[src/rtl/iterative_divider_pkg.sv]
// Shared constants for the iterative divider: FSM encodings and default width.
package iterative_divider_pkg;

  localparam int unsigned DEFAULT_WIDTH = 32;

  localparam logic [1:0] IDLE = 2'd0;
  localparam logic [1:0] CALC = 2'd1;
  localparam logic [1:0] SIGN = 2'd2;

endpackage

[src/rtl/ripple_subtractor.sv]
// N-bit ripple-borrow subtractor (diff = a - b) built from gate-level full-subtractor cells.
module ripple_subtractor #(
  parameter int unsigned N = 33
) (
  input  logic [N-1:0] a,
  input  logic [N-1:0] b,
  output logic [N-1:0] diff,
  output logic         borrow_out
);

  wire [N:0]   borrow;
  wire [N-1:0] d;

  assign borrow[0] = 1'b0;

  for (genvar i = 0; i < N; i++) begin : g_bit_cell
    wire axb, na, naxb, t_ab, t_bin;
    // d = a ^ b ^ bin ; bout = (~a & b) | (~(a ^ b) & bin)
    xor g_x1 (axb, a[i], b[i]);
    xor g_x2 (d[i], axb, borrow[i]);
    not g_n1 (na, a[i]);
    and g_a1 (t_ab, na, b[i]);
    not g_n2 (naxb, axb);
    and g_a2 (t_bin, naxb, borrow[i]);
    or  g_o1 (borrow[i+1], t_ab, t_bin);
  end

  assign diff       = d;
  assign borrow_out = borrow[N];

endmodule

[src/rtl/iterative_divider.sv]
// Restoring radix-2 divider, one quotient bit per cycle, signed (DIV) or unsigned (DIVU).
module iterative_divider
  import iterative_divider_pkg::*;
#(
  parameter int unsigned WIDTH = DEFAULT_WIDTH
) (
  input  logic             clock,
  input  logic             reset_n,
  input  logic             start,
  input  logic             is_signed,
  input  logic [WIDTH-1:0] dividend,
  input  logic [WIDTH-1:0] divisor,
  output logic             busy,
  output logic             done,
  output logic [WIDTH-1:0] quotient,
  output logic [WIDTH-1:0] remainder,
  output logic             div_by_zero
);

  localparam int unsigned CNT_W = $clog2(WIDTH) + 1;

  logic [1:0]       state_q, state_d;
  logic [CNT_W-1:0] cnt_q, cnt_d;
  logic [WIDTH-1:0] rem_q, rem_d;
  logic [WIDTH-1:0] quo_q, quo_d;
  logic [WIDTH-1:0] dsr_q, dsr_d;
  logic             sgn_q, sgn_d;
  logic             neg_a_q, neg_a_d;
  logic             neg_b_q, neg_b_d;
  logic             zero_q, zero_d;
  logic             busy_d, done_d, dbz_d;
  logic [WIDTH-1:0] quotient_d, remainder_d;

  logic [WIDTH:0]   shifted;
  logic [WIDTH:0]   trial;
  logic             trial_borrow;
  logic             unused_trial_msb;

  // Partial remainder shifted left with the next dividend bit entering at the LSB.
  assign shifted = {rem_q, quo_q[WIDTH-1]};

  ripple_subtractor #(.N(WIDTH + 1)) u_trial_sub (
    .a          (shifted),
    .b          ({1'b0, dsr_q}),
    .diff       (trial),
    .borrow_out (trial_borrow)
  );

  // A non-negative trial is always below the divisor, so its top bit carries no information.
  assign unused_trial_msb = trial[WIDTH];

  always_ff @(posedge clock) begin
    if (!reset_n) begin
      state_q     <= IDLE;
      cnt_q       <= '0;
      rem_q       <= '0;
      quo_q       <= '0;
      dsr_q       <= '0;
      sgn_q       <= 1'b0;
      neg_a_q     <= 1'b0;
      neg_b_q     <= 1'b0;
      zero_q      <= 1'b0;
      busy        <= 1'b0;
      done        <= 1'b0;
      quotient    <= '0;
      remainder   <= '0;
      div_by_zero <= 1'b0;
    end else begin
      state_q     <= state_d;
      cnt_q       <= cnt_d;
      rem_q       <= rem_d;
      quo_q       <= quo_d;
      dsr_q       <= dsr_d;
      sgn_q       <= sgn_d;
      neg_a_q     <= neg_a_d;
      neg_b_q     <= neg_b_d;
      zero_q      <= zero_d;
      busy        <= busy_d;
      done        <= done_d;
      quotient    <= quotient_d;
      remainder   <= remainder_d;
      div_by_zero <= dbz_d;
    end
  end

  always_comb begin
    state_d     = state_q;
    cnt_d       = cnt_q;
    rem_d       = rem_q;
    quo_d       = quo_q;
    dsr_d       = dsr_q;
    sgn_d       = sgn_q;
    neg_a_d     = neg_a_q;
    neg_b_d     = neg_b_q;
    zero_d      = zero_q;
    busy_d      = busy;
    done_d      = 1'b0;
    quotient_d  = quotient;
    remainder_d = remainder;
    dbz_d       = div_by_zero;

    case (state_q)
      IDLE: begin
        // The done cycle is also IDLE; a start there is deliberately dropped.
        if (start && !done) begin
          sgn_d   = is_signed;
          neg_a_d = is_signed & dividend[WIDTH-1];
          neg_b_d = is_signed & divisor[WIDTH-1];
          dsr_d   = (is_signed && divisor[WIDTH-1]) ? (WIDTH'(0) - divisor) : divisor;
          rem_d   = '0;
          cnt_d   = '0;
          busy_d  = 1'b1;
          if (divisor == '0) begin
            zero_d  = 1'b1;
            quo_d   = dividend;
            state_d = SIGN;
          end else begin
            zero_d  = 1'b0;
            quo_d   = (is_signed && dividend[WIDTH-1]) ? (WIDTH'(0) - dividend) : dividend;
            state_d = CALC;
          end
        end
      end

      CALC: begin
        if (trial_borrow) begin
          rem_d = shifted[WIDTH-1:0];
        end else begin
          rem_d = trial[WIDTH-1:0];
        end
        quo_d = {quo_q[WIDTH-2:0], ~trial_borrow};
        cnt_d = cnt_q + CNT_W'(1);
        if (cnt_q == CNT_W'(WIDTH - 1)) begin
          state_d = SIGN;
        end
      end

      SIGN: begin
        state_d = IDLE;
        busy_d  = 1'b0;
        done_d  = 1'b1;
        if (zero_q) begin
          quotient_d  = '1;
          remainder_d = quo_q;
          dbz_d       = 1'b1;
        end else begin
          quotient_d  = (sgn_q && (neg_a_q != neg_b_q)) ? (WIDTH'(0) - quo_q) : quo_q;
          remainder_d = (sgn_q && neg_a_q) ? (WIDTH'(0) - rem_q) : rem_q;
          dbz_d       = 1'b0;
        end
      end

      default: begin
        state_d = IDLE;
        busy_d  = 1'b0;
      end
    endcase
  end

endmodule

[config.mk]
export PLATFORM = sky130hd
export DESIGN_NAME = iterative_divider
export DESIGN_NICKNAME = d
export VERILOG_FILES = /design/src/rtl/iterative_divider_pkg.sv /design/src/rtl/ripple_subtractor.sv /design/src/rtl/iterative_divider.sv
export SDC_FILE = /design/constraint.sdc
export NUM_CORES = 1
export LEC_CHECK = 0
export ABC_AREA = 1
export CAP_MARGIN = 20
export CORE_ASPECT_RATIO = 1.2
export CORE_UTILIZATION = 55
export DETAILED_ROUTE_END_ITERATION = 8
export PLACE_DENSITY = 0.79
export SLEW_MARGIN = 30
export SYNTH_ARGS = -nofsm -noshare
export SYNTH_HDL_FRONTEND = slang
export SYNTH_SLANG_ARGS = --single-unit
[constraint.sdc]
create_clock -name clock -period 14.2 [get_ports clock]
set_input_delay 2.13 -clock clock [delete_from_list [all_inputs] [get_ports clock]]
set_output_delay 2.13 -clock clock [all_outputs]
set_load 0.05 [all_outputs]
### After elaboration in Yosys (flattened, before gate mapping)

Index checks and enable logic that the tools add are counted.

* $add $sub $neg: 5
* equal/unequal tests: 6
* mux-type cells: 23
* bitwise gates (word level): 226
* reductions and logical operators: 13

Operator list (count)
* 32-bit 2-to-1 mux: 10
* 32-bit one-hot mux with 2 select lines: 2
* 1-bit by 32-bit subtractor with 32-bit output, first input constant: 4
* 1-bit bitwise AND: 66
* 1-bit inverter: 66
* 1-bit bitwise XOR: 63
* 32-bit zero test: 1
* 1-bit bitwise OR: 31
* 6-bit one-hot mux with 2 select lines: 1
* 2-bit AND reduction: 4
* 6-bit by 1-bit adder with 6-bit output, second input constant: 1
* 6-bit by 5-bit equality test with 1-bit output, second input constant: 1
* 2-bit 2-to-1 mux: 3
* 6-bit 2-to-1 mux: 1
* 1-bit logical AND: 5
* 1-bit 2-to-1 mux: 4
* 2-bit inequality test, second input constant: 2
* 2-bit one-hot mux with 2 select lines: 1
* 2-bit by 1-bit equality test with 1-bit output, second input constant: 1
* 2-bit equality test, second input constant: 1
* 2-bit zero test: 1
* 1-bit one-hot mux with 2 select lines: 1
* 2-bit nonzero test: 1
* 1-bit zero test: 1
* 1-bit inequality test: 1

* register bits: 175
* input bits: 68
* output and inout port bits: 67
* word-level logic and storage cells: 287

### Logic depth before layout (Yosys ltp)

Gate-level depths: netlist (run 1).

* depth in word-level cells: 67
* gate-level depth with buffers: 42
* depth with buffers taken out: 41

### Modules after synthesis

Synthesis (run 1) repeated with hierarchy kept, for this count alone.

* cells, all modules: 1861
* area, all modules: 11716.2 sq um

By module, submodules not included
* iterative_divider: times used 1, cells each 1759, area an instance 10800.4 sq um
* ripple_subtractor: times used 1, cells each 102, area an instance 915.9 sq um

### Worst setup path before layout (run 1)

Ideal clock, no wire load.

* kind: flip-flop to flip-flop
* from: reg quo_q[31]
* to: reg rem_q[2]
* library setup time: 0.070 ns
* data arrival time: 12.963 ns
* required time: 14.130 ns
* setup slack: 1.167 ns
* stages on the path, launching flop included: 43
* path buffers: 1
* period minus slack after synthesis: 13.033 ns
* cells stage by stage: dfxtp_1 inv_1 ha_1 inv_1 fa_1 inv_1 fa_1 inv_1 fa_1 fa_1 fa_1 fa_1 fa_1 fa_1 fa_1 fa_1 fa_1 fa_1 [... 7 more ...] fa_1 fa_1 fa_1 fa_1 fa_1 fa_1 fa_1 fa_1 fa_1 fa_1 fa_1 fa_1 nor2_1 buf_2 inv_1 a21oi_1 o21ai_0 a21oi_1

* cells in the longest elaborated chain, start to end: 67
* elaborated cells between the ends (all ways): 68
* those cells by class: 2 x mux; 66 x bitwise

RTL lines
* from (decl): line iterative_divider.sv:25 `logic [WIDTH-1:0] quo_q, quo_d;`
* from (signal assigned): line iterative_divider.sv:72 `quo_q <= quo_d;`
* 1-bit inverter *: line ripple_subtractor.sv:21 `not g_n1 (na, a[i]);`
* 1-bit bitwise AND *: line ripple_subtractor.sv:22 `and g_a1 (t_ab, na, b[i]);`
* 1-bit bitwise AND *: line ripple_subtractor.sv:24 `and g_a2 (t_bin, naxb, borrow[i]);`
* 1-bit bitwise OR *: line ripple_subtractor.sv:25 `or g_o1 (borrow[i+1], t_ab, t_bin);`
* 1-bit bitwise AND: line ripple_subtractor.sv:24
* 1-bit bitwise OR: line ripple_subtractor.sv:25
* 1-bit bitwise AND: line ripple_subtractor.sv:24
* 1-bit bitwise OR: line ripple_subtractor.sv:25
* [... 51 more ...]
* 1-bit bitwise OR: line ripple_subtractor.sv:25
* 1-bit bitwise AND: line ripple_subtractor.sv:24
* 1-bit bitwise OR: line ripple_subtractor.sv:25
* 1-bit bitwise AND: line ripple_subtractor.sv:24
* 1-bit bitwise OR: line ripple_subtractor.sv:25
* 1-bit bitwise AND: line ripple_subtractor.sv:24
* 32-bit 2-to-1 mux *: line iterative_divider.sv:126 `if (trial_borrow) begin`
* 32-bit one-hot mux with 2 select lines *: line iterative_divider.sv:102 `case (state_q)`
* to (signal assigned): line iterative_divider.sv:71 `rem_q <= rem_d;`
* to (decl): line iterative_divider.sv:24 `logic [WIDTH-1:0] rem_q, rem_d;`

Every way passes the cells marked *; elsewhere a longest branch is shown, timed or not.
A chain may end at the register's enable or synchronous reset.

### Worst setup path after layout (run 1)

Ends and elaborated chain as after synthesis.

==> impl_metrics.json, run 1 <==
{
  "max_slew_margin": 0.460,
  "synth_common_cells": "nand2_1 (385), inv_1 (240), nor2_1 (216), dfxtp_1 (175), nand3_1 (173)",
  "status": "completed",
  "io_pins": 135,
  "core_um2": 20400,
  "synth_ff_type": "dfxtp_1",
  "grt_overflow": 0,
  "postRouteAntennaNets": 0,
  "final.setup.tns_ns": 0,
  "max-vdd-ir-drop_uv": 96.1,
  "cts_max_level": 4,
  "hp-start": "dsr_q[1]$_SDFFE_PN0P_",
  "fp.dieArea_um2": 21500,
  "fin_nets": 1996,
  "rsz0062_at_grt": "false",
  "vias_per_cell": 5.79,
  "hold_path_end": "dsr_q[1]$_SDFFE_PN0P_",
  "synth_most_common_cell": "nand2_1",
  "critPathRequiredTime_ns": 14.57,
  "grt_pass1_wl_mm": 58.7,
  "insertion_delay_ns": 0.44,
  "cpPeakStageDelay_ns": 0.43,
  "fin_skew_ns": 0.00969,
  "setup_slack_ns": 0.479,
  "maxSlewViolCount": 0,
  "wl_mm": 37.2,
  "synth_seq_area_share": 0.305,
  "arrival_ns": 14.09,
  "cts_buffers": 17,
  "synth.top_cells.by_area": "dfxtp_1 (30%), nand2_1 (13%), inv_1 (7.8%), nand3_1 (7.5%), nor2_1 (7.0%)",
  "cp-end-kind": "register",
  "dpl.hpwl_mm": 27.5,
  "p_per_area_nw_per_um2": 115,
  "r2r_cells": 42,
  "r2r_setup_slack_ns": 0.48,
  "critPathKind": "reg -> reg",
  "fin_cells": 2168,
  "drive_gt1_frac": 0.0378,
  "maxCapViolCount": 0,
  "syn_inst": 1808,
  "netlist-cell-type-count": 44,
  "synth_area_um2": 11500,
  "hp-class": "reg -> reg",
  "syn-num-nets": 1913,
  "die_height_um": 160,
  "yosys_warnings": 0,
  "grt_pass1_vias": 11000,
  "syn2layout_area_growth_pct": 17.6,
  "drc": 0,
  "die_w_um": 134,
  "clock-sinks": 175,
  "wire_per_inst_um": 17.2,
  "clockRootBuffer": "clkbuf_16",
  "critPathLaunchType": "register",
  "holdPathStages": 2,
  "setup_viol": 0,
  "clk_path_buf_depth": 2,
  "grt_usage": 0.347,
  "synth.avg_cell_area_um2": 6.36,
  "hold_viol": 0,
  "synth-edff-count": 0,
  "cts_tree": "yes",
  "diodes": 0,
  "reg2reg_to": "rem_q[2]$_SDFFE_PN0P_",
  "tightestPinTransition_ns": 0.810,
  "clkTransAtPathRegs_ns": 0.07,
  "fp-row-count": 57,
  "placement.io_buffers": 134,
  "ys_seq_elements": 175,
  "cellLeakagePower_nw": 5.65,
  "reg2reg_from": "quo_q[31]$_SDFFE_PN0P_",
  "grt_max_degree": 94,
  "dr.pass1.iters": 7,
  "period_minus_slack_ns": 13.72,
  "yosys.area.top_type": "dfxtp_1",
  "slowest_stage": "fa_1",
  "place_congestion": 0.929,
  "vias": 12600,
  "crit_fanout": 20,
  "synth_top_area_share": 0.305,
  "total_power_mw": 1.56,
  "fmax_ghz": 0.0729,
  "numPlacedInstances": 2135,
  "period_share": 0.966,
  "antenna_found_initial": 0,
  "async_reset_ff_frac": 0,
  "initial_core_util": 0.564,
  "drt-initial-drc-count": 1485,
  "place_worst_setup_slack_ns": 0.355,
  "cpMostUsedCell": "fa_1"
}
[logic make-up (layout without fill, tap and decap cells)]
kind of cell | Yosys count | after routing | share of synthesized area
simple gates | 864 | 864 | 0.324
compound gates | 377 | 377 | 0.180
buf+inv | 331 | 426 | 0.113
flops | 175 | 175 | 0.305
fa+ha+maj | 37 | 37 | 0.0605
xor+xnor | 24 | 24 | 0.0183
[layout by cell type (no fill, tap or decap), types with 5 or more instances in the layout]
cell type / n
nand3_1: 173
o21ai_0: 154
a21oi_1: 127
nand4_1: 43
a31oi_1: 22
fa_1: 30
clkinv_2: 5
a22oi_1: 25
nor2_4: 5
clkdlybuf4s50_1: 134
buf_4: 8
inv_1: 239
xnor2_1: 7
inv_2: 8
nor2_2: 7
o21ai_1: 18
dfxtp_1: 175
o211ai_1: 7
nor2_1: 215
nand2_1: 384
o22ai_1: 5
o221ai_1: 9
ha_1: 6
xor2_1: 17
clkbuf_16: 18
nor3_1: 21
[power breakdown]
part           internal, mW  leakage (nW)  switching [mW]
registers             0.527          1.43          0.0460
clock network         0.267         0.279           0.204
logic                 0.180          3.95           0.336
[worst max path at each step]
stage	start	to	depth (start not counted)	slack, ns
3_5_place_dp	quo_q[31]$_SDFFE_PN0P_	rem_q[2]$_SDFFE_PN0P_	42	0.36
3_3_place_gp	quo_q[31]$_SDFFE_PN0P_	rem_q[2]$_SDFFE_PN0P_	42	0.59
2_1_floorplan	quo_q[31]$_SDFFE_PN0P_	rem_q[2]$_SDFFE_PN0P_	42	1.17
5_1_grt	quo_q[31]$_SDFFE_PN0P_	rem_q[2]$_SDFFE_PN0P_	42	0.002
4_1_cts	quo_q[31]$_SDFFE_PN0P_	rem_q[2]$_SDFFE_PN0P_	42	0.30
6_report	quo_q[31]$_SDFFE_PN0P_	rem_q[2]$_SDFFE_PN0P_	42	0.48
[layer usage]
layer	track usage	up-vias	share of wire
met5	0	-	0
met1	0.494	5769	0.43
met3	0.0511	73	0.088
li1	-	6091	-
met4	0.135	0	0.032
met2	0.527	618	0.45
[layout make-up]
class                           instances  area (um^2)
Sequential cell                       175         3500
Inverter                              250          942
Multi-Input combinational cell       1302         6720
Tap cell                              265          332
Timing Repair Buffer                  145         1460
Clock inverter                         10          113
Fill cell                            1950         6870
Clock buffer                           21          460
[per-stage QoR]
| stage | util | hold slack, ns | area (um^2) |
|---|---|---|---|
| global route | 0.663 | 0.498 | 13500 |
| global placement | 0.632 | 0.444 | 12900 |
| CTS | 0.660 | 0.474 | 13500 |
| floorplan | - | 0.431 | 11500 |
| finish | 0.663 | 0.475 | 13500 |
| detailed placement | 0.632 | 0.464 | 12900 |
[worst max-delay path: cells and delay by family, from the launching register on]
kind	cells	cell delay, ns
AND/OR/NAND/NOR	1	0.17
buffers and inverters	6	0.56
flip-flops	1	0.33
adder cells (fa/ha/maj)	32	12.19
AO/OA/AOI/OAI	3	0.38
[flip-flops by register name, indices dropped and copies added, names as in the netlist]
| signal | cells |
|---|---|
| done | 1 |
| dsr_q | 32 |
| state_q | 2 |
| div_by_zero | 1 |
| neg_a_q | 1 |
| rem_q | 32 |
| neg_b_q | 1 |
| busy | 1 |
| zero_q | 1 |
| sgn_q | 1 |
| quotient | 32 |
| cnt_q | 6 |
| quo_q | 32 |
| remainder | 32 |
[what timing repair did]
item / in CTS / in global routing
buffers inserted: 0 / 1
hold buffers: 0 / 0
endpoints found under the setup margin: 0 / 23
resized for setup: 0 / 6
hold endpoints to repair: 0 / 0
Note: power is estimated with default switching activity, not from simulation.
==> run 2, diff against run 1 <==
- CORE_UTILIZATION: 55 -> 45
- PLACE_DENSITY: 0.79 -> 0.66
==> impl_metrics.json, run 2 (same netlist as run 1, synthesis figures left out) <==
{
  "wire_per_inst_um": 17.3,
  "wl_met3_mm": 2.73,
  "whs_ns": 0.467,
  "drc": 0,
  "fp-row-count": 63,
  "cpMostUsedCell": "fa_1",
  "place_congestion": 0.899,
  "p_per_area_nw_per_um2": 119,
  "fmax_ghz": 0.0731,
  "status": "completed",
  "io_pins": 135,
  "hold_viol": 0,
  "multi_input_area_um2": 6720,
  "max_slew_margin": 0.359,
  "drt-initial-drc-count": 1132,
  "grt_overflow": 0,
  "grt_pass1_vias": 11300,
  "critPathBufInv": 6,
  "placement.io_buffers": 134,
  "tightestPinTransition_ns": 0.962,
  "clock-sinks": 175,
  "syn2layout_area_growth_pct": 19.3,
  "diodes": 0,
  "vias_per_cell": 5.56,
  "cpPeakStageDelay_ns": 0.42,
  "max-vdd-ir-drop_uv": 83.4,
  "maxSlewViolCount": 0,
  "fin_skew_ns": 0.0114,
  "antenna_found_initial": 0,
  "clkTransAtPathRegs_ns": 0.07,
  "regArea_um2": 3500,
  "fin_nets": 2000,
  "final.setup.tns_ns": 0,
  "critical_path.top_delay_family": "adder cells",
  "initial_core_util": 0.462,
  "cts_max_level": 4,
  "met2_length_mm": 17.4,
  "period_minus_slack_ns": 13.67,
  "period_share": 0.963,
  "critPathKind": "reg -> reg",
  "grt_max_degree": 91,
  "wl_met1_mm": 17.3,
  "wl_mm": 38.5,
  "insertion_delay_ns": 0.44,
  "fillers": 2533,
  "hp-class": "reg -> reg",
  "clk_path_buf_depth": 2,
  "postRouteAntennaNets": 0,
  "setup_viol": 0,
  "fp.dieArea_um2": 26200,
  "maxCapViolCount": 0,
  "dr.pass1.iters": 6,
  "top_layer": "met4",
  "cts_buffers": 17,
  "arrival_ns": 14.03,
  "cellLeakagePower_nw": 5.70,
  "grt_pass1_wl_mm": 60.0,
  "final_cell_mix": "nand2_1 (384), inv_1 (238), nor2_1 (215)",
  "die_height_um": 177,
  "clockRootBuffer": "clkbuf_16",
  "slowest_stage": "fa_1",
  "grt_usage": 0.293,
  "vias": 12400,
  "final_common_cell": "nand2_1",
  "drive_gt1_frac": 0.0420,
  "rsz0062_at_grt": "false",
  "cts_hold_buf": 0,
  "cp-end-kind": "register",
  "die_w_um": 148,
  "crit_fanout": 11,
  "cts_tree": "yes",
  "dpl.hpwl_mm": 28.3,
  "critPathLaunchType": "register",
  "critPathRequiredTime_ns": 14.56,
  "core_um2": 24900
}
-- run 2: repair_timing --
action / 4_1_cts / 5_1_grt
hold endpoints to repair: 0 / 0
endpoints found under the setup margin: 0 / 32
resized for setup: 0 / 6
buffers inserted: 0 / 3
-- run 2: worst paths after layout --
| kind | from | cells after the start | slack [ns] | end |
|---|---|---|---|---|
| max reg2reg | quo_q[31]$_SDFFE_PN0P_ | 42 | 0.53 | rem_q[0]$_SDFFE_PN0P_ |
| max | quo_q[31]$_SDFFE_PN0P_ | 42 | 0.53 | rem_q[0]$_SDFFE_PN0P_ |
| min reg2reg | cnt_q[5]$_SDFFE_PN0P_ | 1 | 0.47 | cnt_q[5]$_SDFFE_PN0P_ |
| min | cnt_q[5]$_SDFFE_PN0P_ | 1 | 0.47 | cnt_q[5]$_SDFFE_PN0P_ |
-- run 2: cell type report --
type,count,share of cell area
multi-input combinational,1302,0.490
sequential,175,0.255
timing repair buffer,149,0.109
inverter,250,0.0689
clock buffer,19,0.0323
tap,325,0.0296
clock inverter,12,0.0151
-- run 2: power by group --
group / switching (mW) / internal [mW]
registers: 0.0443 / 0.527
logic: 0.348 / 0.191
clock network: 0.207 / 0.318
total: 0.600 / 1.04
-- run 2: routing by layer --
layer	vias to the layer above	track usage
met5	-	0
met4	0	0.109
met3	63	0.0387
met2	499	0.461
met1	5736	0.407
li1	6102	-
-- run 2: metrics by stage --
step	utilization	instance area (um^2)	setup slack [ns]	total power [mW]	cells
6_report	0.551	13700	0.527	1.64	2232
5_1_grt	0.551	13700	0.00453	1.73	2232
4_1_cts	0.548	13600	0.358	1.60	2227
3_5_place_dp	0.522	13000	0.405	1.08	2196
3_3_place_gp	0.522	13000	0.658	1.07	2196
2_1_floorplan	-	11500	1.17	0.915	1808
